==> src/rtl/char_life_pkg.sv <==
// Shared types and constants for the character life scheduler.
package char_life_pkg;

   typedef enum logic [1:0] {
      IDLE  = 2'd0,
      PLAY  = 2'd1,
      DYING = 2'd2,
      OVER  = 2'd3
   } game_state_t;

   // Bit positions inside the renderer's die broadcast {d, d1, d2, robot}
   localparam int EV_D  = 3;
   localparam int EV_D1 = 2;
   localparam int EV_D2 = 1;
   localparam int EV_R  = 0;

   localparam int SCORE_W = 8;
   localparam int LIVES_W = 2;

endpackage

==> src/rtl/char_life_scheduler_respawn_timer.sv <==
// Tick-driven down-counter: load/clear, expire pulse on the tick that reaches zero.
module respawn_timer #(
   parameter int W = 8
) (
   input  logic         clk_25Hz,
   input  logic         rst,
   input  logic         load,
   input  logic [W-1:0] load_val,
   input  logic         tick,
   input  logic         clear,
   output logic         expire,
   output logic         busy
);

   logic [W-1:0] count;

   always_ff @(posedge clk_25Hz or negedge rst) begin
      if (!rst) begin
         count <= '0;
      end else if (clear) begin
         count <= '0;
      end else if (load) begin
         count <= load_val;
      end else if (tick && busy) begin
         count <= count - 1'b1;
      end
   end

   assign busy   = (count != '0);
   assign expire = tick && (count == W'(1));

endmodule

==> src/rtl/char_life_scheduler.sv <==
// Game-level scheduler for character valid flags, missile, score and robot lives.
// Define LIFE_BONUS_EN to build the extra-life bonus on every 10-point boundary.
//
// state | meaning
// IDLE  | waiting for start, all characters invalid
// PLAY  | game running, kills / respawns / missile active
// DYING | robot down waiting for its respawn timer, missile disabled
// OVER  | no lives left, score and lives frozen until start
module char_life_scheduler
   import char_life_pkg::*;
#(
   parameter int TICK_DIV            = 250000,
   parameter int RESPAWN_TICKS       = 100,
   parameter int ROBOT_RESPAWN_TICKS = 150,
   parameter int ROBOT_LIVES         = 3,
   parameter int MISSILE_LIFE_TICKS  = 80,
   parameter int MISSILE_CD_TICKS    = 50
) (
   input  logic               clk_25Hz,
   input  logic               rst,
   input  logic               start,
   input  logic               fire,
   input  logic [3:0]         die_event,
   output logic               d_valid,
   output logic               d1_valid,
   output logic               d2_valid,
   output logic               r_valid,
   output logic               m_valid,
   output logic [LIVES_W-1:0] lives,
   output logic [SCORE_W-1:0] score,
   output logic [1:0]         game_state,
   output logic               game_over
);

   localparam int T_A = (RESPAWN_TICKS > ROBOT_RESPAWN_TICKS) ? RESPAWN_TICKS : ROBOT_RESPAWN_TICKS;
   localparam int T_B = (MISSILE_LIFE_TICKS > MISSILE_CD_TICKS) ? MISSILE_LIFE_TICKS : MISSILE_CD_TICKS;
   localparam int TW  = $clog2(((T_A > T_B) ? T_A : T_B) + 1);
   localparam int PW  = (TICK_DIV > 1) ? $clog2(TICK_DIV) : 1;
   localparam logic [PW-1:0] PRESC_TOP = PW'(TICK_DIV - 1);

   game_state_t        state, state_n;
   logic [PW-1:0]      presc;
   logic               tick, active, timer_clear;
   logic [3:0]         die_event_q, rise;
   logic [2:0]         dv, dv_n, kill, d_exp, d_busy, rise_dr;
   logic               r_kill, r_exp, r_busy, rv_n;
   logic               launch, any_kill, m_stop, life_clear, life_exp, life_busy;
   logic               cd_busy, unused_cd_exp, mv_n;
   logic [SCORE_W:0]   score_sum;
   logic [SCORE_W-1:0] score_sat, score_n;
   logic [LIVES_W-1:0] lives_dec, lives_n;

   assign tick        = (state != IDLE) && (presc == PRESC_TOP);
   assign active      = (state == PLAY) || (state == DYING);
   assign timer_clear = !active;
   assign rise        = die_event & ~die_event_q;
   assign rise_dr     = {rise[EV_D2], rise[EV_D1], rise[EV_D]};
   assign kill        = active ? (rise_dr & dv & ~d_busy) : 3'b000;
   assign any_kill    = |kill;
   assign r_kill      = (state == PLAY) && rise[EV_R] && r_valid && !r_busy;
   assign launch      = (state == PLAY) && fire && !m_valid && !cd_busy && !life_busy;
   assign m_stop      = m_valid && (life_exp || any_kill || r_kill);
   // Early missile end must also stop its life counter so no stale expiry lingers
   assign life_clear  = timer_clear || (m_valid && (any_kill || r_kill));

   assign score_sum = {1'b0, score} + (SCORE_W+1)'(kill[0]) + (SCORE_W+1)'(kill[1])
                      + (SCORE_W+1)'(kill[2]);
   assign score_sat = score_sum[SCORE_W] ? '1 : score_sum[SCORE_W-1:0];

`ifdef LIFE_BONUS_EN
   logic bonus;
   assign bonus = (score_sat / SCORE_W'(10)) != (score / SCORE_W'(10));
`endif

   for (genvar i = 0; i < 3; i++) begin : g_dragon
      respawn_timer #(.W(TW)) u_timer (
         .clk_25Hz (clk_25Hz),
         .rst      (rst),
         .load     (kill[i]),
         .load_val (TW'(RESPAWN_TICKS)),
         .tick     (tick),
         .clear    (timer_clear),
         .expire   (d_exp[i]),
         .busy     (d_busy[i])
      );
   end

   respawn_timer #(.W(TW)) u_robot_timer (
      .clk_25Hz (clk_25Hz),
      .rst      (rst),
      .load     (r_kill),
      .load_val (TW'(ROBOT_RESPAWN_TICKS)),
      .tick     (tick),
      .clear    (timer_clear),
      .expire   (r_exp),
      .busy     (r_busy)
   );

   respawn_timer #(.W(TW)) u_life_timer (
      .clk_25Hz (clk_25Hz),
      .rst      (rst),
      .load     (launch),
      .load_val (TW'(MISSILE_LIFE_TICKS)),
      .tick     (tick),
      .clear    (life_clear),
      .expire   (life_exp),
      .busy     (life_busy)
   );

   respawn_timer #(.W(TW)) u_cd_timer (
      .clk_25Hz (clk_25Hz),
      .rst      (rst),
      .load     (m_stop),
      .load_val (TW'(MISSILE_CD_TICKS)),
      .tick     (tick),
      .clear    (timer_clear),
      .expire   (unused_cd_exp),
      .busy     (cd_busy)
   );

   always_comb begin
      state_n   = state;
      dv_n      = dv;
      rv_n      = r_valid;
      mv_n      = m_valid;
      score_n   = score;
      lives_n   = lives;
      lives_dec = r_kill ? lives - 1'b1 : lives;
      case (state)
         IDLE: begin
            dv_n = '0;
            rv_n = 1'b0;
            mv_n = 1'b0;
            if (start) begin
               state_n = PLAY;
               dv_n    = '1;
               rv_n    = 1'b1;
               lives_n = LIVES_W'(ROBOT_LIVES);
               score_n = '0;
            end
         end
         PLAY, DYING: begin
            dv_n    = (dv & ~kill) | d_exp;
            score_n = score_sat;
            lives_n = lives_dec;
`ifdef LIFE_BONUS_EN
            if (bonus && (lives_dec != '1)) lives_n = lives_dec + 1'b1;
`endif
            if (state == PLAY) begin
               if (launch)      mv_n = 1'b1;
               else if (m_stop) mv_n = 1'b0;
               if (r_kill) begin
                  rv_n = 1'b0;
                  mv_n = 1'b0;
                  if (lives == LIVES_W'(1)) begin
                     state_n = OVER;
                     dv_n    = '0;
                  end else begin
                     state_n = DYING;
                  end
               end
            end else begin
               mv_n = 1'b0;
               if (r_exp) begin
                  rv_n    = 1'b1;
                  state_n = PLAY;
               end
            end
         end
         OVER: begin
            dv_n = '0;
            rv_n = 1'b0;
            mv_n = 1'b0;
            if (start) state_n = IDLE;
         end
         default: state_n = IDLE;
      endcase
   end

   always_ff @(posedge clk_25Hz or negedge rst) begin
      if (!rst) begin
         state       <= IDLE;
         presc       <= '0;
         die_event_q <= '0;
         dv          <= '0;
         r_valid     <= 1'b0;
         m_valid     <= 1'b0;
         lives       <= '0;
         score       <= '0;
         game_over   <= 1'b0;
      end else begin
         state       <= state_n;
         presc       <= ((state == IDLE) || (presc == PRESC_TOP)) ? '0 : presc + 1'b1;
         die_event_q <= die_event;
         dv          <= dv_n;
         r_valid     <= rv_n;
         m_valid     <= mv_n;
         lives       <= lives_n;
         score       <= score_n;
         game_over   <= (state_n == OVER);
      end
   end

   assign d_valid    = dv[0];
   assign d1_valid   = dv[1];
   assign d2_valid   = dv[2];
   assign game_state = state;

endmodule
==> config.mk <==
export PLATFORM = sky130hd
export DESIGN_NAME = char_life_scheduler
export DESIGN_NICKNAME = d
export VERILOG_FILES = /design/src/rtl/char_life_pkg.sv /design/src/rtl/char_life_scheduler_respawn_timer.sv /design/src/rtl/char_life_scheduler.sv
export SDC_FILE = /design/constraint.sdc
export NUM_CORES = 1
export LEC_CHECK = 0
export CAP_MARGIN = 20
export CORE_ASPECT_RATIO = 1.25
export CORE_UTILIZATION = 41
export DETAILED_ROUTE_END_ITERATION = 12
export SLEW_MARGIN = 25
export SYNTH_ARGS = -nofsm -noshare
export SYNTH_HDL_FRONTEND = slang
export SYNTH_HIERARCHICAL = 1
export SYNTH_SLANG_ARGS = --single-unit
==> constraint.sdc <==
create_clock -name clk_25Hz -period 4.6 [get_ports clk_25Hz]
set_input_delay 0.46 -clock clk_25Hz [delete_from_list [all_inputs] [get_ports clk_25Hz]]
set_output_delay 0.46 -clock clk_25Hz [all_outputs]
set_load 0.03 [all_outputs]
==> key figures, run 1 <==
Worst setup path
  – CP cell instances: inv_1 > ha_1 > nor4b_2 > nand2_1 > nor4bb_1 > nand2_1 > inv_1 > fa_1 > ha_1 > fa_1 > and3_1 > and3_1 > nor4_1 > a21oi_1
  – R2R Setup Slk: 0.83 ns
  – Crit Path Max Fanout: 5
  – CP Buf/Inv Count: 2
  – CP peak stage delay: 0.43 ns
  – Worst Path Arrival: 4.00 ns
  – WS Path Type: flip-flop to flip-flop
  – R2R Path End: score[3]$_DFFE_PN0P_
  – Reg2reg path depth: 14
  – Startpoint types: flip-flop
  – Critical-path top delay cell: fa_1
  – Crit. End Element: flip-flop
  – Worst EP required: 4.83 ns
  – Reg-to-reg startpoint: g_dragon[0].u_timer/count[0]$_DFFE_PN0P_
  – Worst path top cell family by delay: simple AND/OR/NAND/NOR gates

CTS
  – CTS tree: yes
  – Total CTS buffers: 9
  – Post-CTS Hold Fix Bufs: 0
  – CTS resizes: 0
  – Post-CTS setup buffer count: 0
  – Clock Root Buffer: clkbuf_16
  – TritonCTS Sinks: 88
  – Clock Latency Late Sink: 0.35 ns
  – Max clock buf depth: 2
  – Htree depth: 3
  – Clock-pin slew on the worst setup and hold paths: 0.06 ns

Die
  – I/O Pins: 26
  – Die W: 109 um
  – Die Area: 14,800 um^2
  – Initial cell density of the core: 0.422
  – # rows: 48
  – Core Footprint: 13,900 um^2
  – Die Y: 136 um

Place
  – Setup WS pre-CTS: 0.875 ns
  – Placer Congestion: 0.833
  – Input/output buffers: 25
  – DP HPWL: 9710 um

Global route
  – Initial antenna violation count: 0
  – Number of global-route vias before repair: 5,085
  – Gr ovfl total: 0
  – Total track usage: 0.203
  – Pin count of the biggest net entering global routing: 54
  – First-pass GRT wire length: 23,800 um

Job
  – Max Cap Viol: 0

Final layout
  – Area grow syn2layout: 14.2%
  – Layout cell share with drive strength beyond 1: 0.0571
  – NumNets Final: 743
  – Inserted Diodes: 0

Drt
  – Drt drc: 0
  – Detail-routed via count per cell: 5.64
  – WL final: 13,700 um
  – Drt first pass iters: 4
  – Routed wire per std cell: 15.3 um
  – Total number of vias: 5,033
  – Drt initial violations: 272
  – Post-DRT Antenna Nets: 0

Power
  – Pwr dens: 234 nW/um^2
  – Leakage: 2.77 nW
  – Worst vdd ir: 0.000115 V
  – Pwr Total: 1.57 mW

Timing
  – RSZ-0062 raised after global routing: false
  – Normalized max-slew margin: 0.515
  – Final setup vio count: 0
  – Final hold violations: 0
  – Fmax: 265 MHz
  – Setup TNS: 0 ns
  – Final-report max-slew violation count: 0
  – Worst slew pin tran: 0.723 ns
  – Period minus WS final: 3.77 ns
  – Post-route setup slack: 0.825 ns
  – Final period util: 0.821
  – Skew final: 0.00620 ns

Yosys
  – Post-synthesis average cell area: 8.88 um^2
  – Cells after Synth: 663
  – Ys Warns: 6
  – Mapped Area: 5890 um^2

Hold path
  – Worst Hold Class: input pin to async pin

Run status
  – Outcome: complete, no violations
final cells by class:
cell class              instances  area, um^2
well taps                     175         219
multi-input cells             522        3470
inverters                      61         229
clock inverters                 2        37.5
clock buffers                  13         270
fillers                      1322        7210
repair buffers                 32         300
flip-flops and latches         88        2200
layer usage:
metal  up-vias  part of all wire  global-route usage
li1       2539                 -                   -
met1      2413              0.45               0.249
met2        69              0.49               0.346
met3        12             0.039              0.0345
met4         0             0.017              0.0841
met5         -                 0                   0
state kept, by name (all words and copies together), names as in the netlist:
| name | flops |
|---|---|
| die_event_q | 4 |
| dv | 3 |
| g_dragon.u_timer/count | 24 |
| game_over | 1 |
| game_state | 2 |
| lives | 2 |
| m_valid | 1 |
| presc | 18 |
| r_valid | 1 |
| score | 8 |
| u_cd_timer/count | 8 |
| u_life_timer/count | 8 |
| u_robot_timer/count | 8 |
power by group:
| group | internal, mW | switching (mW) |
|---|---|---|
| clock network | 0.463 | 0.302 |
| logic | 0.00820 | 0.0250 |
| registers | 0.776 | 0.000454 |
cells in the final DEF, fill, tap and decap left out, types with 7 or more instances in the layout:
| master | n |
|---|---|
| nand4_1 | 8 |
| nand2b_1 | 14 |
| nor3_1 | 44 |
| o21a_1 | 14 |
| a211o_1 | 12 |
| a221o_1 | 7 |
| or3_1 | 19 |
| xor2_1 | 10 |
| a21oi_1 | 41 |
| ha_1 | 19 |
| nand3_1 | 9 |
| nor2_1 | 36 |
| clkdlybuf4s50_1 | 24 |
| clkbuf_16 | 9 |
| o21ai_0 | 12 |
| inv_1 | 59 |
| nand2_1 | 46 |
| buf_4 | 8 |
| conb_1 | 48 |
| nor2b_1 | 14 |
| a221oi_1 | 7 |
| o31a_1 | 24 |
| a2111oi_0 | 12 |
| nor4_1 | 16 |
| dfrtp_1 | 88 |
| o311ai_0 | 18 |
worst max path at each step:
stage / to / slack (ns) / cells past startpoint / start
after global placement: score[3]$_DFFE_PN0P_ / 0.98 / 14 / g_dragon[0].u_timer/count[0]$_DFFE_PN0P_
after floorplan: score[3]$_DFFE_PN0P_ / 1.28 / 14 / g_dragon[0].u_timer/count[0]$_DFFE_PN0P_
final: score[3]$_DFFE_PN0P_ / 0.83 / 14 / g_dragon[0].u_timer/count[0]$_DFFE_PN0P_
after CTS: score[3]$_DFFE_PN0P_ / 0.86 / 14 / g_dragon[0].u_timer/count[0]$_DFFE_PN0P_
after detailed placement: score[3]$_DFFE_PN0P_ / 0.88 / 14 / g_dragon[0].u_timer/count[0]$_DFFE_PN0P_
after global routing: score[3]$_DFFE_PN0P_ / 0.58 / 14 / g_dragon[0].u_timer/count[0]$_DFFE_PN0P_
through the flow:
stage / area [um^2] / hold slack [ns] / std cells / util
after floorplan: 6060 / 0.164 / 709 / -
after global placement: 6410 / 0.481 / 878 / 0.460
after detailed placement: 6410 / 0.488 / 878 / 0.460
after CTS: 6720 / 0.199 / 893 / 0.482
after global routing: 6720 / 0.237 / 893 / 0.483
final: 6720 / 0.172 / 893 / 0.483
(Power assumes the default switching activity.)
==> run 2, diff against run 1 <==
==> constraint.sdc (replaced) <==
create_clock -name clk_25Hz -period 3.55 [get_ports clk_25Hz]
set_input_delay 0.355 -clock clk_25Hz [delete_from_list [all_inputs] [get_ports clk_25Hz]]
set_output_delay 0.355 -clock clk_25Hz [all_outputs]
set_load 0.03 [all_outputs]
==> run 2 against run 1 <==
Net effect:
- register-to-register slack worse by 0.58 ns
- critical path depth unchanged
- via count up 2.5%
- cell area up 3.1%
- power up 34%
- combinational power up 35%
- sequential share of layout area down 0.99 points
- largest cell class unchanged
- largest power group is now the clock network
==> key figures, run 2 (synthesis results as in run 1) <==
CTS
  – TritonCTS Sinks: 88 (unchanged)
  – Total CTS buffers: 9 (unchanged)
  – Clock Latency Late Sink: 0.35 ns (about the same)
  – Max clock buf depth: 2 (unchanged)
  – CTS tree: yes (unchanged)
  – Clock-pin slew on the worst setup and hold paths: 0.07 ns (was 0.06 ns)
  – Clock Root Buffer: clkbuf_16 (unchanged)
  – Htree depth: 3 (unchanged)

Final layout
  – Most common cell after layout, fill and taps aside: dfrtp_1 (unchanged)
  – Flip-flop count of the largest register after layout: 24 (unchanged)
  – Inserted Diodes: 0 (unchanged)
  – Most frequent cells in the layout: dfrtp_1 (88), inv_1 (58), conb_1 (48) (was dfrtp_1 (88), inv_1 (59), conb_1 (48))
  – Final instance area: 6930 um^2 (was 6720 um^2)
  – Largest regs: g_dragon.u_timer/count (24), presc (18) (unchanged)
  – Layout cell share with drive strength beyond 1: 0.0924 (was 0.0571)
  – Area grow syn2layout: 17.8% (was 14.2%)
  – Biggest register: g_dragon.u_timer/count (unchanged)
  – # fillers: 1,326 (was 1,322)
  – NumNets Final: 760 (was 743)

Die
  – Initial cell density of the core: 0.422 (unchanged)
  – Die Area: 14,800 um^2 (unchanged)
  – Core Footprint: 13,900 um^2 (unchanged)
  – I/O Pins: 26 (unchanged)
  – # rows: 48 (unchanged)
  – Die W: 109 um (unchanged)
  – Die Y: 136 um (unchanged)

Timing
  – Final-report max-slew violation count: 0 (unchanged)
  – RSZ-0062 raised after global routing: false (unchanged)
  – Normalized max-slew margin: 0.514 (was 0.515)
  – Final period util: 0.930 (was 0.821)
  – Skew final: 0.0137 ns (was 0.00620 ns)
  – Fmax: 303 MHz (was 265 MHz)
  – Period minus WS final: 3.30 ns (was 3.77 ns)
  – Worst slew pin tran: 0.730 ns (was 0.723 ns)
  – Final hold violations: 0 (unchanged)
  – Setup TNS: 0 ns (unchanged)
  – Final setup vio count: 0 (unchanged)

Drt
  – WL final: 14,100 um (was 13,700 um)
  – Routed wire per std cell: 15.5 um (was 15.3 um)
  – Detail-routed via count per cell: 5.66 (was 5.64)
  – Drt drc: 0 (unchanged)
  – Drt initial violations: 237 (was 272)
  – Post-DRT Antenna Nets: 0 (unchanged)
  – Total number of vias: 5,160 (was 5,033)
  – Drt first pass iters: 4 (unchanged)

Power
  – Pwr dens: 305 nW/um^2 (was 234 nW/um^2)
  – P_sw: 0.442 mW (was 0.328 mW)
  – Sw frac: 0.209 (was 0.208)
  – Gate power share: 0.021 (about the same)
  – Worst vdd ir: 0.000176 V (was 0.000115 V)
  – Leakage: 2.86 nW (was 2.77 nW)
  – Share of total power in sequential cells: 0.476 (was 0.493)
  – Clk pwr share: 0.503 (was 0.486)
  – Int Pwr: 1.67 mW (was 1.25 mW)

Place
  – Placer Congestion: 0.823 (was 0.833)
  – Input/output buffers: 25 (unchanged)
  – DP HPWL: 10,000 um (was 9710 um)
  – DP Area: 6530 um^2 (was 6410 um^2)

Global route
  – Initial antenna violation count: 0 (unchanged)
  – First-pass GRT wire length: 24,000 um (was 23,800 um)
  – Gr ovfl total: 0 (unchanged)
  – Pin count of the biggest net entering global routing: 54 (unchanged)
  – Total track usage: 0.205 (was 0.203)
  – Number of global-route vias before repair: 5,053 (was 5,085)

Worst setup path
  – Crit. End Element: flip-flop (unchanged)
  – R2R Setup Slk: 0.25 ns (was 0.83 ns)
  – CP cell instances: inv_1 > ha_1 > nor4b_4 > nand2_1 > nor4bb_2 > nand2_1 > inv_2 > fa_1 > ha_2 > fa_2 > and3_4 > and3_4 > nor4_4 > a21oi_1 (was inv_1 > ha_1 > nor4b_2 > nand2_1 > nor4bb_1 > nand2_1 > inv_1 > fa_1 > ha_1 > fa_1 > and3_1 > and3_1 > nor4_1 > a21oi_1)
  – Worst EP required: 3.78 ns (was 4.83 ns)
  – WS Path Type: flip-flop to flip-flop (unchanged)
  – CP peak stage delay: 0.42 ns (was 0.43 ns)
  – Critical-path top delay cell: fa_1 (unchanged)
  – Reg-to-reg startpoint: g_dragon[0].u_timer/count[0]$_DFFE_PN0P_ (unchanged)
  – Startpoint types: flip-flop (unchanged)
  – Critical Path Start: g_dragon[0].u_timer/count[0]$_DFFE_PN0P_ (unchanged)
  – Crit Path Max Fanout: 5 (unchanged)
  – Worst Path Arrival: 3.53 ns (was 4.00 ns)

Run status
  – Outcome: complete, no violations (unchanged)

Job
  – Max Cap Viol: 0 (unchanged)

Hold path
  – Worst Hold Class: input pin to async pin (unchanged)
==> run 2: final cells by class <==
type	count	area [um^2]	area share
clock inverter	5	78.8	0.0114
inverter	61	229	0.0330
sequential	88	2200	0.318
clock buffer	11	253	0.0365
timing repair buffer	49	428	0.0617
multi-input combinational	522	3520	0.508
tap	175	219	0.0316
==> run 2: metrics by stage <==
stage                     hold WS (ns)  utilization  power [mW]  cells  setup slack (ns)
after floorplan                 0.0594            -        1.04    709             0.230
after global routing             0.114        0.498        2.20    911            0.0313
after detailed placement         0.470        0.469        1.07    894           -0.0795
final                           0.0529        0.498        2.11    911             0.248
after global placement           0.470        0.469        1.07    894            0.0468
after CTS                       0.0944        0.495        2.14    911           0.00497
==> run 2: routing by layer <==
metal	vias up	track usage	part of all wire
li1	2578	-	-
met1	2505	0.254	0.46
met2	61	0.350	0.50
met3	16	0.0307	0.027
met4	0	0.0856	0.016
met5	-	0	0
==> run 2: repair_timing <==
action | 4_1_cts | 5_1_grt
hold buffers | 0 | 0
pin swaps | 1 | 2
endpoints found under the setup margin | 1 | 6
buffers inserted | 1 | 0
gates resized for setup | 4 | 10
==> run 2: power groups by stage <==
stage | clock (mW) | sequential, mW | combinational (mW)
2_1_floorplan | 0 | 1.02 | 0.0115
3_3_place_gp | 0 | 1.02 | 0.0450
3_5_place_dp | 0 | 1.02 | 0.0454
4_1_cts | 1.09 | 1.01 | 0.0457
5_1_grt | 1.14 | 1.00 | 0.0549
6_report | 1.06 | 1.01 | 0.0449
==> run 2: worst paths after layout <==
| kind | endpoint | cells past startpoint |
|---|---|---|
| setup / recovery | score[3]$_DFFE_PN0P_ | 14 |
| hold / removal | g_dragon[1].u_timer/count[6]$_DFFE_PN0P_ | 1 |
| setup reg to reg | score[3]$_DFFE_PN0P_ | 14 |
| hold reg to reg | presc[0]$_DFF_PN0_ | 1 |
| max in group asynchronous | u_life_timer/count[3]$_DFFE_PN0P_ | 2 |
| min in group clk_25Hz | die_event_q[3]$_DFF_PN0_ | 1 |
==> run 2: critical path: cells and delay by family, from the launching register on <==
kind / cells / cell delay (ns)
buffers and inverters: 2 / 0.18
adder cells (fa/ha/maj): 4 / 1.16
flip-flops: 1 / 0.41
AND/OR/NAND/NOR: 7 / 1.38
AO/OA/AOI/OAI: 1 / 0.06
==> run 3, diff against run 2 <==
--- a/config.mk
+++ b/config.mk
@@ -9,6 +9,7 @@
 export CORE_ASPECT_RATIO = 1.25
 export CORE_UTILIZATION = 41
 export DETAILED_ROUTE_END_ITERATION = 12
+export SETUP_SLACK_MARGIN = 0.5
 export SLEW_MARGIN = 25
 export SYNTH_ARGS = -nofsm -noshare
 export SYNTH_HDL_FRONTEND = slang
==> run 3 against run 2 <==
Net effect:
- die area stayed put
- sequential power about the same
- routed wire length rose by 2.9%
- first-iteration DRC count increased by 62%
- final cell count rose by 2.9%
- global-route usage rose by 0.36 points
- clock skew fell by 0.0068 ns
- sequential cell count unchanged
- power grew 0.77%
- critical path depth fell by 1
- combinational power decreased by 2%
- worst hold slack better by 0.074 ns
==> key figures, run 3 (synthesis results as in run 1) <==
Global route
  – First-pass GRT wire length: 24,500 um (was 24,000 um)
  – Number of global-route vias before repair: 5,121 (was 5,053)
  – Gr ovfl total: 0 (unchanged)
  – Initial antenna violation count: 0 (unchanged)
  – Pin count of the biggest net entering global routing: 68 (was 54)
  – Total track usage: 0.208 (was 0.205)

CTS
  – Max clock buf depth: 2 (unchanged)
  – TritonCTS Sinks: 88 (unchanged)
  – Clock Root Buffer: clkbuf_16 (unchanged)
  – Post-CTS Hold Fix Bufs: 0 (unchanged)
  – Htree depth: 3 (unchanged)
  – Clock-pin slew on the worst setup and hold paths: 0.06 ns (was 0.07 ns)
  – Total CTS buffers: 9 (unchanged)
  – CTS tree: yes (unchanged)
  – Clock Latency Late Sink: 0.35 ns (about the same)

Die
  – Core Footprint: 13,900 um^2 (unchanged)
  – # rows: 48 (unchanged)
  – Die W: 109 um (unchanged)
  – Initial cell density of the core: 0.422 (unchanged)
  – Die Y: 136 um (unchanged)
  – Die Area: 14,800 um^2 (unchanged)
  – I/O Pins: 26 (unchanged)

Place
  – Placer Congestion: 0.821 (was 0.823)
  – DP HPWL: 9680 um (was 10,000 um)
  – Input/output buffers: 25 (unchanged)

Timing
  – Worst slew pin tran: 0.884 ns (was 0.730 ns)
  – Normalized max-slew margin: 0.411 (was 0.514)
  – Skew final: 0.00692 ns (was 0.0137 ns)
  – Period minus WS final: 3.14 ns (was 3.30 ns)
  – Final-report max-slew violation count: 0 (unchanged)
  – Final setup vio count: 0 (unchanged)
  – Final period util: 0.885 (was 0.930)
  – Final hold violations: 0 (unchanged)
  – Setup TNS: 0 ns (unchanged)
  – Final hold slack: 0.127 ns (was 0.0529 ns)
  – RSZ-0062 raised after global routing: true (was false)
  – Fmax: 318 MHz (was 303 MHz)

Hold path
  – Worst Hold Class: input pin to async pin (unchanged)

Power
  – Sw frac: 0.199 (was 0.209)
  – Int Pwr: 1.71 mW (was 1.67 mW)
  – P_sw: 0.423 mW (was 0.442 mW)
  – Gate power share: 0.021 (about the same)
  – Clk pwr share: 0.507 (was 0.503)
  – Worst vdd ir: 0.000167 V (was 0.000176 V)
  – Leakage: 3.01 nW (was 2.86 nW)
  – Share of total power in sequential cells: 0.472 (was 0.476)
  – Pwr dens: 293 nW/um^2 (was 305 nW/um^2)

Drt
  – Drt first pass iters: 5 (was 4)
  – Drt initial violations: 384 (was 237)
  – Post-DRT Antenna Nets: 0 (unchanged)
  – Detail-routed via count per cell: 5.66 (about the same)
  – WL final: 14,500 um (was 14,100 um)
  – Total number of vias: 5,307 (was 5,160)
  – Drt drc: 0 (unchanged)
  – Routed wire per std cell: 15.5 um (about the same)

Final layout
  – NumNets Final: 786 (was 760)
  – Most common cell after layout, fill and taps aside: dfrtp_1 (unchanged)
  – Biggest register: g_dragon.u_timer/count (unchanged)
  – Largest regs: g_dragon.u_timer/count (24), presc (18) (unchanged)
  – Most frequent cells in the layout: dfrtp_1 (88), inv_1 (53), conb_1 (48) (was dfrtp_1 (88), inv_1 (58), conb_1 (48))
  – Layout cell share with drive strength beyond 1: 0.148 (was 0.0924)
  – Flip-flop count of the largest register after layout: 24 (unchanged)
  – Final core occ: 0.521 (was 0.498)
  – Area grow syn2layout: 23.3% (was 17.8%)
  – Inserted Diodes: 0 (unchanged)

Worst setup path
  – Reg2reg path depth: 13 (was 14)
  – Crit Path Max Fanout: 3 (was 5)
  – Crit. End Element: flip-flop (unchanged)
  – R2R Setup Slk: 0.41 ns (was 0.25 ns)
  – Worst Path Arrival: 3.40 ns (was 3.53 ns)
  – Worst EP required: 3.80 ns (was 3.78 ns)
  – WS Path Type: flip-flop to flip-flop (unchanged)
  – R2R Path End: score[4]$_DFFE_PN0P_ (was score[3]$_DFFE_PN0P_)
  – Startpoint types: flip-flop (unchanged)
  – Reg-to-reg startpoint: g_dragon[0].u_timer/count[1]$_DFFE_PN0P_ (was g_dragon[0].u_timer/count[0]$_DFFE_PN0P_)

Job
  – Max Cap Viol: 0 (unchanged)

Run status
  – Outcome: complete, no violations (unchanged)
[run 3: cell types whose count changed in the layout (fill, tap and decap cells not counted), moves of 4 or more]
cell,delta
buf_4,+22
inv_1,-5
inv_2,+5
o311ai_0,-5
o311ai_1,+5
clkbuf_1,+4
nor2_1,-4
nor2_2,+4
[run 3: layout make-up]
type                    count  area [um^2]
fillers                  1320         6680
multi-input cells         523         3650
flip-flops and latches     88         2200
repair buffers             74          627
clock buffers              13          240
inverters                  61          229
well taps                 175          219
clock inverters             3         90.1
[run 3: critical path: stages, from the launching register on]
cell      delay [ns]
dfrtp_1         0.39
inv_2           0.08
ha_4            0.14
nor4b_4         0.22
nand2_1         0.10
nor4bb_2        0.32
nand2_1         0.13
inv_2           0.08
fa_1            0.42
ha_2            0.20
fa_2            0.34
and3_4          0.21
and3_4          0.18
a311oi_2        0.24
[run 3: power groups by stage]
stage	registers, mW	clock network, mW	logic [mW]
floorplan	1.02	0	0.0115
global placement	1.02	0	0.0441
detailed placement	1.02	0	0.0451
CTS	1.01	1.11	0.0452
global route	1.00	1.15	0.0533
finish	1.01	1.08	0.0441
[run 3: worst max path at each step]
stage	from	endpoint	slack [ns]	depth (start not counted)
after floorplan	g_dragon[0].u_timer/count[0]$_DFFE_PN0P_	score[3]$_DFFE_PN0P_	0.38	14
after global placement	g_dragon[0].u_timer/count[0]$_DFFE_PN0P_	score[3]$_DFFE_PN0P_	0.18	14
after detailed placement	g_dragon[0].u_timer/count[0]$_DFFE_PN0P_	score[3]$_DFFE_PN0P_	0.09	14
after CTS	g_dragon[2].u_timer/count[1]$_DFFE_PN0P_	score[3]$_DFFE_PN0P_	0.39	14
after global routing	g_dragon[0].u_timer/count[1]$_DFFE_PN0P_	score[3]$_DFFE_PN0P_	0.26	14
final	g_dragon[0].u_timer/count[1]$_DFFE_PN0P_	score[4]$_DFFE_PN0P_	0.41	13
[run 3: stage by stage]
step                worst slack [ns]  instances  power, mW  area (um^2)
floorplan                      0.376        709       1.04         6090
global placement               0.178        885       1.07         6500
detailed placement            0.0922        885       1.07         6500
CTS                            0.386        921       2.16         7030
global route                   0.261        937       2.21         7260
finish                         0.408        937       2.13         7260
[run 3: metal layers]
layer	share of wire	global-route usage
met2	0.50	0.356
met3	0.030	0.0393
met1	0.45	0.260
met5	0	0
met4	0.013	0.0698
[run 3: timing repair]
action,in CTS,in global routing
gates cloned,0,1
resized for setup,15,28
pin swaps,10,16
endpoints found under the setup margin,10,26
buffers inserted,20,15
hold endpoints to repair,0,0
